**config.mk**
```make
export PLATFORM = sky130hd
export DESIGN_NAME = seg_scan_driver
export DESIGN_NICKNAME = d
export VERILOG_FILES = /design/src/rtl/seg_pkg.sv /design/src/rtl/seg_scan_timer.sv /design/src/rtl/seg_scan_driver.sv
export SDC_FILE = /design/constraint.sdc
export NUM_CORES = 1
export LEC_CHECK = 0
export CORE_MARGIN = 2
export CORE_UTILIZATION = 50
export CTS_CLUSTER_SIZE = 28
export DETAILED_ROUTE_END_ITERATION = 12
export PLACE_DENSITY = 0.79
export SLEW_MARGIN = 20
export SYNTH_ARGS = -nofsm -noshare
export SYNTH_HDL_FRONTEND = slang
export SYNTH_SLANG_ARGS = --single-unit
```
**constraint.sdc**
```tcl
create_clock -name clk -period 1.9 [get_ports clk]
set_input_delay 0.38 -clock clk [delete_from_list [all_inputs] [get_ports clk]]
set_output_delay 0.38 -clock clk [all_outputs]
set_load 0.05 [all_outputs]
```
**src/rtl/seg_pkg.sv**
```systemverilog
// Shared constants and helpers for the seven-segment scan driver.
// Internal logic is active-high; pin polarity is applied only at the output register.
package seg_pkg;

    localparam int SEG_W = 8;
    localparam int PAT_W = 7;

    // Width of a digit index (at least one bit).
    function automatic int dig_w(input int num_digits);
        return (num_digits > 1) ? $clog2(num_digits) : 1;
    endfunction

    // Pin level that means "off" for the chosen polarity.
    function automatic logic inactive_bit(input bit active_low);
        return active_low ? 1'b1 : 1'b0;
    endfunction

endpackage

```
**src/rtl/seg_scan_timer.sv**
```systemverilog
// Scan timebase: per-slot refresh counter, digit index, frame pulse and blink phase.
// Everything holds while en_i is low, so scanning resumes where it stopped.
module seg_scan_timer
    import seg_pkg::*;
#(
    parameter int NUM_DIGITS   = 4,
    parameter int REFRESH_DIV  = 50000,
    parameter int BLINK_FRAMES = 128
) (
    input  logic                             clk,
    input  logic                             rst_n,
    input  logic                             en_i,
    output logic [$clog2(REFRESH_DIV)-1:0]   cnt_o,
    output logic [dig_w(NUM_DIGITS)-1:0]     dig_sel_o,
    output logic                             frame_tick_o,
    output logic                             blink_hidden_o
);

    localparam int CNT_W = $clog2(REFRESH_DIV);
    localparam int SEL_W = dig_w(NUM_DIGITS);
    localparam int BLK_W = (BLINK_FRAMES > 1) ? $clog2(BLINK_FRAMES) : 1;

    logic [CNT_W-1:0] cnt_q, cnt_d;
    logic [SEL_W-1:0] sel_q, sel_d;
    logic [BLK_W-1:0] blk_q, blk_d;
    logic             tick_q, tick_d;
    logic             hidden_q, hidden_d;

    always_comb begin
        cnt_d    = cnt_q;
        sel_d    = sel_q;
        blk_d    = blk_q;
        tick_d   = 1'b0;
        hidden_d = hidden_q;
        if (en_i) begin
            if (cnt_q == CNT_W'(REFRESH_DIV - 1)) begin
                cnt_d = '0;
                if (sel_q == SEL_W'(NUM_DIGITS - 1)) begin
                    sel_d  = '0;
                    tick_d = 1'b1;
                    // Blink phase flips on a frame boundary so a frame is never split.
                    if (blk_q == BLK_W'(BLINK_FRAMES - 1)) begin
                        blk_d    = '0;
                        hidden_d = ~hidden_q;
                    end else begin
                        blk_d = blk_q + 1'b1;
                    end
                end else begin
                    sel_d = sel_q + 1'b1;
                end
            end else begin
                cnt_d = cnt_q + 1'b1;
            end
        end
    end

    always_ff @(posedge clk or negedge rst_n) begin
        if (!rst_n) begin
            cnt_q    <= '0;
            sel_q    <= '0;
            blk_q    <= '0;
            tick_q   <= 1'b0;
            hidden_q <= 1'b0;
        end else begin
            cnt_q    <= cnt_d;
            sel_q    <= sel_d;
            blk_q    <= blk_d;
            tick_q   <= tick_d;
            hidden_q <= hidden_d;
        end
    end

    assign cnt_o          = cnt_q;
    assign dig_sel_o      = sel_q;
    assign frame_tick_o   = tick_q;
    assign blink_hidden_o = hidden_q;

endmodule

```
**src/rtl/seg_scan_driver.sv**
```systemverilog
// Multiplexed seven-segment driver: frame-synchronous double buffer, per-digit
// blank/blink/ghost gating and a single skew-free output register for both buses.
module seg_scan_driver
    import seg_pkg::*;
#(
    parameter int NUM_DIGITS   = 4,
    parameter int REFRESH_DIV  = 50000,
    parameter int GHOST_CYCLES = 500,
    parameter int BLINK_FRAMES = 128,
    parameter bit ACTIVE_LOW   = 1'b1
) (
    input  logic                            clk,
    input  logic                            rst_n,
    input  logic                            en,
    input  logic                            load,
    input  logic [PAT_W*NUM_DIGITS-1:0]     patterns,
    input  logic [NUM_DIGITS-1:0]           dots,
    input  logic [NUM_DIGITS-1:0]           blank,
    input  logic [NUM_DIGITS-1:0]           blink,
    output logic [SEG_W-1:0]                segments,
    output logic [NUM_DIGITS-1:0]           anodes,
    output logic [dig_w(NUM_DIGITS)-1:0]    dig_sel,
    output logic                            frame_tick
);

    localparam int   CNT_W = $clog2(REFRESH_DIV);
    localparam int   SEL_W = dig_w(NUM_DIGITS);
    localparam logic IDLE  = inactive_bit(ACTIVE_LOW);

    logic [CNT_W-1:0] cnt_w;
    logic [SEL_W-1:0] sel_w;
    logic             tick_w;
    logic             blink_hidden_w;

    seg_scan_timer #(
        .NUM_DIGITS   (NUM_DIGITS),
        .REFRESH_DIV  (REFRESH_DIV),
        .BLINK_FRAMES (BLINK_FRAMES)
    ) u_timer (
        .clk            (clk),
        .rst_n          (rst_n),
        .en_i           (en),
        .cnt_o          (cnt_w),
        .dig_sel_o      (sel_w),
        .frame_tick_o   (tick_w),
        .blink_hidden_o (blink_hidden_w)
    );

    logic [PAT_W*NUM_DIGITS-1:0] pend_pat_q, act_pat_q;
    logic [NUM_DIGITS-1:0]       pend_dot_q, pend_blank_q, pend_blink_q;
    logic [NUM_DIGITS-1:0]       act_dot_q, act_blank_q, act_blink_q;
    logic                        dirty_q;
    logic                        commit;

    assign commit = tick_w && dirty_q;

    always_ff @(posedge clk or negedge rst_n) begin
        if (!rst_n) begin
            pend_pat_q   <= '0;
            pend_dot_q   <= '0;
            pend_blank_q <= '0;
            pend_blink_q <= '0;
            dirty_q      <= 1'b0;
            act_pat_q    <= '0;
            act_dot_q    <= '0;
            // A cleared display shows nothing, so all digits start blanked.
            act_blank_q  <= '1;
            act_blink_q  <= '0;
        end else begin
            if (commit) begin
                act_pat_q   <= pend_pat_q;
                act_dot_q   <= pend_dot_q;
                act_blank_q <= pend_blank_q;
                act_blink_q <= pend_blink_q;
            end
            if (load) begin
                pend_pat_q   <= patterns;
                pend_dot_q   <= dots;
                pend_blank_q <= blank;
                pend_blink_q <= blink;
                dirty_q      <= 1'b1;
            end else if (commit) begin
                dirty_q <= 1'b0;
            end
        end
    end

    // During the commit cycle show the data being committed so frame 0 never tears.
    logic [PAT_W*NUM_DIGITS-1:0] disp_pat;
    logic [NUM_DIGITS-1:0]       disp_dot, disp_blank, disp_blink, onehot;
    logic [PAT_W-1:0]            pat_arr [NUM_DIGITS];

    assign disp_pat   = commit ? pend_pat_q   : act_pat_q;
    assign disp_dot   = commit ? pend_dot_q   : act_dot_q;
    assign disp_blank = commit ? pend_blank_q : act_blank_q;
    assign disp_blink = commit ? pend_blink_q : act_blink_q;

    for (genvar gi = 0; gi < NUM_DIGITS; gi++) begin : g_digit
        assign pat_arr[gi] = disp_pat[PAT_W*gi +: PAT_W];
        assign onehot[gi]  = (sel_w == SEL_W'(gi));
    end

    logic in_ghost;
    if (GHOST_CYCLES == 0) begin : g_no_ghost
        assign in_ghost = 1'b0;
    end else begin : g_ghost
        assign in_ghost = (cnt_w < CNT_W'(GHOST_CYCLES));
    end

    logic                  visible;
    logic [SEG_W-1:0]      seg_raw;
    logic [NUM_DIGITS-1:0] an_raw;

    always_comb begin
        visible = en && !disp_blank[sel_w] && !(disp_blink[sel_w] && blink_hidden_w) && !in_ghost;
        seg_raw = '0;
        an_raw  = '0;
        if (visible) begin
            seg_raw = {pat_arr[sel_w], disp_dot[sel_w]};
            an_raw  = onehot;
        end
    end

    logic [SEG_W-1:0]      segments_q;
    logic [NUM_DIGITS-1:0] anodes_q;

    always_ff @(posedge clk or negedge rst_n) begin
        if (!rst_n) begin
            segments_q <= {SEG_W{IDLE}};
            anodes_q   <= {NUM_DIGITS{IDLE}};
        end else begin
            segments_q <= seg_raw ^ {SEG_W{IDLE}};
            anodes_q   <= an_raw ^ {NUM_DIGITS{IDLE}};
        end
    end

    assign segments   = segments_q;
    assign anodes     = anodes_q;
    assign dig_sel    = sel_w;
    assign frame_tick = tick_w;

endmodule

```
==> results.py, run 1 <==
metrics = {
    "setup_path": {
        "end_kind": "register",
        "required_ns": 2.30,
        "worstPathMaxFanout": 4,
        "path_class": "reg -> reg",
        "arrival_ns": 2.33,
        "start_kind": "register",
    },
    "synth": {
        "post-synth-top-area-cell": "dfrtp_1",
        "synth_nets": 489,
        "synth.top_cell.area_share_pct": 47.9,
        "synthAdderAreaFrac_pct": 1.38,
        "yosysSeqAreaShare_pct": 55.6,
        "synth-xor-area-share_pct": 2.40,
        "syn_avg_cell_area_sq_um": 12.4,
        "yosysMostFrequentCell": "dfrtp_1",
        "synth_top_family_by_area": "simple AND/OR/NAND/NOR gates",
        "synthSimpleGateAreaFrac_pct": 14.1,
        "synthTopCellsByCount": "104 x dfrtp_1, 47 x mux2_1, 38 x and3_1",
        "synth_edf_count": 0,
        "synth.area.top_cells": "dfrtp_1 48%, mux2_1 9.7%, dfstp_2 7.7%",
        "synth_warnings": 0,
        "ys_ff_latch": 120,
        "synth_mux_area_share_pct": 11.7,
        "async_flop_share_pct": 100,
        "yosysUniqueCellTypes": 54,
        "synth_area_sq_um": 5430,
        "synth_cells": 439,
        "ys.flop_type": "dfrtp_1",
        "synth_compound_area_share_pct": 11.7,
    },
    "clock_tree": {
        "cts.clk_slew.worst_paths_ns": 0.06,
        "cts_tree": "yes",
        "cts-buffers-inserted": 17,
        "numClockSinks": 120,
        "cts_buffer_depth": 2,
        "htreeDepth": 4,
        "clockRootBuffer": "clkbuf_8",
        "clk-insertion-delay-late_ns": 0.52,
    },
    "cells_and_area": {
        "diodes": 0,
        "drive_above_1_share_pct": 23.1,
        "instances_no_fill": 672,
        "final_area_sq_um": 7090,
        "nNetsFinal": 569,
        "utilization_pct": 66.3,
        "syn2layout_area_growth_pct": 30.6,
    },
    "placement": {
        "placed_area_sq_um": 6320,
        "io_buffers": 58,
        "hpwlAfterDp_microns": 7980,
        "gp_congestion": 0.872,
        "placed_cells": 636,
        "post-place-ws_ns": -0.200,
    },
    "sta": {
        "finalMaxSlewViolations": 0,
        "period_needed_ns": 1.93,
        "clock_skew_ns": 0.00669,
        "rsz0062_at_grt": "true",
        "holdWs_ns": 0.354,
        "fmax_mhz": 519,
        "report.final.hold_viol_count": 0,
        "worst_pin_slew_ns": 0.460,
        "slew_headroom_pct": 69.3,
        "setup_viol": 2,
        "setup_ws_ns": -0.0261,
        "period_share_pct": 101,
        "finalSetupTns_ns": -0.0476,
    },
    "power": {
        "clkPwrFrac_pct": 53.5,
        "leakage_nw": 3.49,
        "power_mw": 6.95,
        "power.switching_mw": 1.48,
        "pwr-share-seq_pct": 40.6,
        "intPower_mw": 5.47,
        "cellPowerDensity_nw_per_um2": 979,
        "ir_drop_uv": 626,
        "comb_power_share_pct": 5.9,
        "netSwitchingFraction_pct": 21.3,
    },
    "status": {
        "violations": "setup timing",
        "outcome": "finished, violations left",
    },
    "floorplan": {
        "initial_utilization_pct": 50.8,
        "chipHeight_microns": 108,
        "core_area_sq_um": 10700,
        "die_area_sq_um": 11700,
        "dieWidth_microns": 108,
        "ios": 59,
        "rows": 38,
    },
    "routing": {
        "drc": 0,
        "viasPerCell": 5.72,
        "drt-initial-drc-count": 294,
        "dr.pass1.iters": 4,
        "wl_per_cell_microns": 18.5,
        "ant_nets": 0,
        "routed_wl_microns": 12400,
        "vias": 3847,
    },
    "grt": {
        "grt_pass1_wl_microns": 20200,
        "grt_overflow": 0,
        "antenna_found_initial": 0,
        "grt_pass1_vias": 3930,
        "grt_max_degree": 65,
        "globalRouteTotalUtil_pct": 22.7,
    },
    "flow_run": {
        "maxCapViolations": 0,
    },
    "min_path": {
        "min_path_type": "in -> reg",
    },
}
[sequential cells by signal, summed over array words and instances (netlist names)]
| register | flops |
|---|---|
| u_timer.frame_tick_o | 1 |
| act_pat_q | 28 |
| pend_blink_q | 4 |
| act_blink_q | 4 |
| anodes | 4 |
| u_timer.dig_sel_o | 2 |
| pend_dot_q | 4 |
| u_timer.blink_hidden_o | 1 |
| u_timer.cnt_o | 16 |
| u_timer.blk_q | 7 |
| pend_pat_q | 28 |
| segments | 8 |
| act_dot_q | 4 |
| dirty_q | 1 |
| pend_blank_q | 4 |
| act_blank_q | 4 |
[cells in the final DEF, fill, tap and decap left out, types with 5 or more instances in the layout]
cell	instances
nor4_1	12
inv_1	7
a21o_1	35
dfrtp_1	101
mux2_1	45
clkdlybuf4s50_1	41
xnor2_1	9
bufinv_16	7
and3_1	38
buf_4	41
nor2_1	6
nand2_1	12
nand4_1	17
a211oi_1	32
nand3_1	5
buf_12	6
clkbuf_16	16
ha_1	6
dfstp_2	16
nor3_1	6
[area by class of cell]
type                            count  area [sq um]
Sequential cell                   120          3030
Clock buffer                       18           418
Multi-Input combinational cell    279          2290
Tap cell                          140           175
Inverter                            8          30.0
Timing Repair Buffer               93           881
Clock inverter                     14           269
Fill cell                         769          3600
[worst paths after layout]
check                                  start          endpoint  slack, ns  depth (start not counted)
min in group asynchronous              rst_n     act_pat_q[14]       0.36                          2
max in group asynchronous              rst_n         anodes[0]       0.87                          3
hold reg to reg                act_pat_q[19]     act_pat_q[19]       0.48                          1
hold / removal                          load           dirty_q       0.35                          3
setup reg to reg           u_timer.cnt_o[12]  u_timer.blk_q[1]      -0.03                          4
setup / recovery           u_timer.cnt_o[12]  u_timer.blk_q[1]      -0.03                          4
[timing repair]
item / CTS / global route
endpoints found under the hold margin: 31 / 0
pin swaps: 1 / 7
resized for setup: 1 / 10
endpoints found under the setup margin: 10 / 14
setup buffers: 0 / 2
hold buffers: 1 / 0
cloned: 0 / 1
[layer usage]
layer  GRT usage, %  vias to the layer above  wire length, microns
met5              0                        -                     0
met4           8.42                        0                   240
met3           6.63                       24                   649
met2           36.3                      108                  6300
met1           29.6                     1923                  5240
li1               -                     1792                     -
[worst max-delay path: stages (launching register included)]
cell     delay, ns
dfrtp_1       0.39
or4_4         0.56
nor4_4        0.37
nand2_2       0.16
mux2_4        0.33
[power by group through the flow]
stage	Combinational [mW]	Sequential, mW	Clock, mW
global route	0.455	2.84	3.87
finish	0.409	2.82	3.71
floorplan	0.218	2.80	0
CTS	0.417	2.82	3.75
global placement	0.394	2.85	0
detailed placement	0.410	2.86	0
[cell families (layout without fill, tap and decap cells)]
family                   Yosys count  in the layout
AND/OR/NAND/NOR                  121            121
flip-flops                       120            120
AO/OA/AOI/OAI                     84             84
multiplexers                      54             54
buffers and inverters             40            133
XOR/XNOR                          14             14
adder cells (fa/ha/maj)            6              6
Power figures use the tool's default switching activity.
==> inputs of run 2 (changes only) <==
CAP_MARGIN = 30   (was not set)
==> results of run 2 <==
Final layout, timing and power as in run 1 (identical DEF).
